$ cat src/rtl/pipe_stall_ctrl.sv
// pipe_stall_ctrl: stall/flush responder for the hazard detection unit.
// Turns data_hazard / PC_hazard into PC and IF_ID write enables, IF_ID flush
// and ID_EX bubble, pulses PC_update when a ret/call target is valid, and
// keeps saturating stall counters plus a stuck-data-stall watchdog.
module pipe_stall_ctrl #(
  parameter int CTRL_LAT   = 3,
  parameter int DSTALL_MAX = 8,
  parameter int CNT_W      = 16
) (
  input  logic             clk,
  input  logic             rst_n,
  input  logic             data_hazard,
  input  logic             PC_hazard,
  input  logic             cnt_clr,
  output logic             PC_write,
  output logic             IF_ID_write,
  output logic             IF_ID_flush,
  output logic             ID_EX_bubble,
  output logic             PC_update,
  output logic             stall_timeout,
  output logic [CNT_W-1:0] data_stall_cnt,
  output logic [CNT_W-1:0] ctrl_stall_cnt
);

  localparam int WCNT_W = (CTRL_LAT > 1) ? $clog2(CTRL_LAT) : 1;
  localparam int RUN_W  = $clog2(DSTALL_MAX + 1);

  typedef enum logic [2:0] {
    S_INIT,
    S_RUN,
    S_DSTALL,
    S_CTRL_WAIT,
    S_RESOLVE
  } state_t;

  state_t            state_q, state_d;
  logic [WCNT_W-1:0] wcnt_q, wcnt_d;
  logic [RUN_W-1:0]  run_q;
  logic              data_stall;  // data-stall outputs driven this cycle
  logic              ctrl_stall;  // acceptance, CTRL_WAIT or RESOLVE cycle

  // State and wait-counter registers.
  // NOTE: sequential state uses non-blocking assignments so every register
  // samples pre-edge values regardless of block ordering.
  always_ff @(posedge clk or negedge rst_n) begin
    if (!rst_n) begin
      state_q <= S_INIT;
      wcnt_q  <= '0;
    end else begin
      state_q <= state_d;
      wcnt_q  <= wcnt_d;
    end
  end

  // Next-state logic; PC_hazard outranks data_hazard, RESOLVE ignores both.
  // NOTE: defaults first so no path through the case leaves a variable
  // unassigned, which would infer a latch.
  always_comb begin
    state_d = state_q;
    wcnt_d  = wcnt_q;
    unique case (state_q)
      S_INIT: state_d = S_RUN;
      S_RUN, S_DSTALL: begin
        if (PC_hazard) begin
          // With a one-cycle latency the target is valid on the very next cycle.
          state_d = (CTRL_LAT == 1) ? S_RESOLVE : S_CTRL_WAIT;
          wcnt_d  = WCNT_W'(CTRL_LAT - 1);
        end else if (data_hazard) begin
          state_d = S_DSTALL;
        end else begin
          state_d = S_RUN;
        end
      end
      S_CTRL_WAIT: begin
        wcnt_d = wcnt_q - 1'b1;
        if (wcnt_q <= WCNT_W'(1)) state_d = S_RESOLVE;
      end
      S_RESOLVE: state_d = S_RUN;
      default:   state_d = S_INIT;
    endcase
  end

  // Pipeline controls: Mealy in RUN/DSTALL so a stall acts in the raising cycle.
  always_comb begin
    PC_write     = 1'b0;
    IF_ID_write  = 1'b0;
    IF_ID_flush  = 1'b0;
    ID_EX_bubble = 1'b0;
    PC_update    = 1'b0;
    data_stall   = 1'b0;
    ctrl_stall   = 1'b0;
    unique case (state_q)
      S_INIT: begin
        IF_ID_flush  = 1'b1;
        ID_EX_bubble = 1'b1;
      end
      S_RUN, S_DSTALL: begin
        if (PC_hazard) begin
          IF_ID_write = 1'b1;
          IF_ID_flush = 1'b1;
          ctrl_stall  = 1'b1;
        end else if (data_hazard) begin
          ID_EX_bubble = 1'b1;
          data_stall   = 1'b1;
        end else begin
          PC_write    = 1'b1;
          IF_ID_write = 1'b1;
        end
      end
      S_CTRL_WAIT: begin
        IF_ID_write = 1'b1;
        IF_ID_flush = 1'b1;
        ctrl_stall  = 1'b1;
      end
      S_RESOLVE: begin
        PC_write    = 1'b1;
        IF_ID_write = 1'b1;
        IF_ID_flush = 1'b1;
        PC_update   = 1'b1;
        ctrl_stall  = 1'b1;
      end
      default: begin
        IF_ID_flush  = 1'b1;
        ID_EX_bubble = 1'b1;
      end
    endcase
  end

  // Saturating performance counters; clear wins over increment.
  always_ff @(posedge clk or negedge rst_n) begin
    if (!rst_n) begin
      data_stall_cnt <= '0;
      ctrl_stall_cnt <= '0;
    end else if (cnt_clr) begin
      data_stall_cnt <= '0;
      ctrl_stall_cnt <= '0;
    end else begin
      if (data_stall && (data_stall_cnt != '1)) data_stall_cnt <= data_stall_cnt + 1'b1;
      if (ctrl_stall && (ctrl_stall_cnt != '1)) ctrl_stall_cnt <= ctrl_stall_cnt + 1'b1;
    end
  end

  // Watchdog: length of the current data-stall run, held at DSTALL_MAX so the
  // sticky flag fires once per run, on the cycle the run reaches the limit.
  always_ff @(posedge clk or negedge rst_n) begin
    if (!rst_n) begin
      run_q <= '0;
    end else if (!data_stall) begin
      run_q <= '0;
    end else if (run_q != RUN_W'(DSTALL_MAX)) begin
      run_q <= run_q + 1'b1;
    end
  end

  // Sticky timeout flag; only cnt_clr or reset lowers it.
  always_ff @(posedge clk or negedge rst_n) begin
    if (!rst_n) begin
      stall_timeout <= 1'b0;
    end else if (cnt_clr) begin
      stall_timeout <= 1'b0;
    end else if (data_stall && (run_q == RUN_W'(DSTALL_MAX - 1))) begin
      stall_timeout <= 1'b1;
    end
  end

endmodule
$ cat config.mk
export PLATFORM = sky130hd
export DESIGN_NAME = pipe_stall_ctrl
export DESIGN_NICKNAME = d
export VERILOG_FILES = /design/src/rtl/pipe_stall_ctrl.sv
export SDC_FILE = /design/constraint.sdc
export NUM_CORES = 1
export LEC_CHECK = 0
export ABC_AREA = 0
export CAP_MARGIN = 15
export CORE_MARGIN = 8
export CORE_UTILIZATION = 45
export CTS_CLUSTER_DIAMETER = 80
export DETAILED_ROUTE_END_ITERATION = 12
export MAX_ROUTING_LAYER = met4
export PLACE_DENSITY_LB_ADDON = 0.05
export SLEW_MARGIN = 20
export SYNTH_ARGS = -nofsm -noshare
export SYNTH_HDL_FRONTEND = slang
export SYNTH_SLANG_ARGS = --single-unit
$ cat constraint.sdc
create_clock -name clk -period 2.84 [get_ports clk]
set_clock_uncertainty 0.2 [all_clocks]
set_input_delay 0.568 -clock clk [delete_from_list [all_inputs] [get_ports clk]]
set_output_delay 0.568 -clock clk [all_outputs]
set_load 0.005 [all_outputs]
==> results.yml <==
logic_synthesis:
  yosysWarnings: 0
  syn_nets: 259
  netlist_instances: 249
  synth_compound_area_frac: 0.0898
  synthAdderAreaFrac: 0.0335
  synth-simple-area-share: 0.277
  synth-seq-area-share: 0.426
  synth_flop_cell: "dfrtp_1"
  synth_async_sr_flop_share: 1.00
  synth_xor_area_frac: 0.107
  synth_top_family_by_area: "simple AND/OR/NAND/NOR gates"
  synthDominantCellAreaShare: 0.426
  synth_area_mm2: 0.00247
  syn_avg_cell_area_um2: 9.91
  synth_edf_count: 0
  yosysTopAreaCell: "dfrtp_1"
  synth_mux_area_frac: 0.0360
  synth.most_common_cell: "nor2_1"
  yosys-top-cells-area: "dfrtp_1 43%, xnor2_1 9.2%, nor2_1 6.5%"
  synth_cell_types: 57
  yosys-top-cells-count: "43 x nor2_1, 42 x dfrtp_1, 26 x xnor2_1"
  ys_seq_elements: 42
setup_path:
  crit_start: "PC_hazard"
  reg2reg_depth: 6
  regToRegEndpoint: "data_stall_cnt[15]"
  crit_path_max_fanout: 6
  endpoint_kind: "output port"
  cp.arrival_ns: 1.94
  startpoint_type: "input pin"
  endpoint: "PC_write"
  worstPathRequired_ns: 2.07
  r2r_setup_slack_ns: 0.78
  critical_path_class: "input pin to output port"
  crit-reg2reg-launch: "data_stall_cnt[0]"
drt:
  routed-via-count: 1923
  totalWireLength_um: 5270
  ant_nets: 0
  routedWlPerCell_um: 14.1
  drtPass1Iterations: 4
  drc: 0
  drt_iter0_drc: 126
  via_per_inst: 5.13
min_path:
  hp-class: "register to register"
global_routing:
  grt_pass1_wl_um: 9180
  overflow: 0
  antenna_found_initial: 0
  grt_max_degree: 32
  grt_pass1_vias: 1947
  grtUsageTotal: 0.139
pwr:
  pwr-share-comb: 0.307
  p_clk_frac: 0.259
  pwr-share-seq: 0.434
  ir_drop_uv: 316
  internal_power_uw: 1180
  switching_share: 0.325
  p_leak_uw: 0.00122
  power.net_switching_uw: 568
  power_density_mw_per_mm2: 557
clock_network:
  clkLatencyLatePin_ns: 0.30
  numCtsBuffers: 5
  cts_tree: "built"
  htree_num_levels: 2
  cts_buffer_depth: 2
  cts_sinks: 42
  clk_pin_slew_ns: 0.08
  root_buffer: "clkbuf_8"
outcome:
  status: "finished clean"
sta:
  tightest_slew_ns: 0.549
  period_minus_slack_ns: 2.71
  tns_ns: 0
  relSlewSlack: 0.630
  hold_viol: 0
  drv_slew: 0
  final.period_utilization: 0.954
  timing.fmax_mhz: 369
  rsz0062_at_grt: "no"
  layout_setup_ws_ns: 0.130
  setup-violations-final: 0
placed_design:
  dp_hpwl_um: 3940
  place_ws_ns: -0.156
  io_buffers: 42
  placedCellCount: 366
  place.gp.congestion: 0.778
final_layout:
  diodes: 0
  multi_input_area_mm2: 0.00135
  stdcell_count: 375
  drive_gt1_frac: 0.152
  nFillCells: 506
  nNetsFinal: 312
  final_util: 0.580
  regArea_mm2: 0.00105
  syn2layout_area_growth_pct: 27.1
flow_run:
  maxCapViolations: 0
die:
  die_area_mm2: 0.00811
  core_area_mm2: 0.00541
  dieHeight_um: 90.0
  die_w_um: 90.0
  ios: 43
  row_count: 27
  start_util: 0.456
## worst min path at each step
stage,startpoint,end,slack [ns],cells past startpoint
2_1_floorplan,rst_n,ctrl_stall_cnt[0],0.07,0
3_3_place_gp,rst_n,wcnt_q[0],0.27,1
3_5_place_dp,rst_n,wcnt_q[0],0.28,1
4_1_cts,wcnt_q[0],wcnt_q[0],0.30,1
5_1_grt,wcnt_q[0],wcnt_q[0],0.31,1
6_report,wcnt_q[0],wcnt_q[0],0.29,1
## final cells by class
class / instances / area share
Inverter: 9 / 0.0108
Multi-Input combinational cell: 191 / 0.431
Tap cell: 72 / 0.0287
Sequential cell: 42 / 0.336
Timing Repair Buffer: 53 / 0.158
Clock buffer: 8 / 0.0351
## per-layer routing
metal	part of all wire	up-vias	global-route usage
met3	0.048	6	0.0424
met2	0.45	30	0.217
met1	0.48	906	0.168
met4	0.012	0	0.0416
li1	-	981	-
met5	0	-	-
## power groups by stage
stage / Combinational [uW] / Clock [uW] / Sequential, uW
2_1_floorplan: 429 / 0 / 704
3_3_place_gp: 546 / 0 / 766
3_5_place_dp: 554 / 0 / 766
4_1_cts: 550 / 466 / 754
5_1_grt: 617 / 490 / 773
6_report: 537 / 452 / 757
## cell usage in the layout, fill, tap and decap left out, types with 2 or more instances in the layout
cell / instances
dfrtp_1: 40
inv_1: 8
and3_1: 3
mux2i_1: 4
nor2b_1: 2
a211oi_1: 6
clkbuf_8: 8
ha_1: 5
nor4b_2: 2
nand4_1: 8
a21oi_1: 10
dlygate4sd2_1: 3
o21ai_0: 4
clkdlybuf4s50_1: 38
nor4_1: 5
nor2_1: 43
nor4_2: 2
buf_4: 10
nand3_1: 12
dfrtp_2: 2
maj3_1: 2
and4_1: 2
xnor2_1: 26
nand2_1: 14
nor3_1: 7
## cells by family (layout without fill, tap and decap cells)
group	Yosys count	in the layout
and+or+nand+nor	117	117
DFF	42	42
AOI/OAI and AO/OA	32	32
xor gates and xnor gates	28	28
buffers and inverters	16	70
adders and majority gates	7	7
muxes	7	7
## state kept, by name, indices dropped and copies added, names as in the netlist
signal          count
run_q               4
wcnt_q              2
ctrl_stall_cnt     16
state_q             3
stall_timeout       1
data_stall_cnt     16
## per-stage QoR
stage	cell area (um2)	hold slack (ns)	total power [uW]
5_1_grt	3140	0.313	1880
2_1_floorplan	2470	0.0724	1130
4_1_cts	3130	0.296	1770
6_report	3140	0.291	1750
3_5_place_dp	3010	0.276	1320
3_3_place_gp	3010	0.271	1310
## critical path: stages
cell and delay (ns):
clkdlybuf4s50_1 0.42, buf_4 0.17, o31ai_1 0.24, clkdlybuf4s50_1 0.54
## repair_timing
item / CTS / global route
endpoints found under the setup margin: 2 / 1
buffers inserted: 0 / 0
hold buffers: 1 / 0
hold endpoints to repair: 11 / 0
cloned: 0 / 0
pin swaps: 1 / 0
gates resized for setup: 5 / 2
Power figures use the tool's default switching activity.
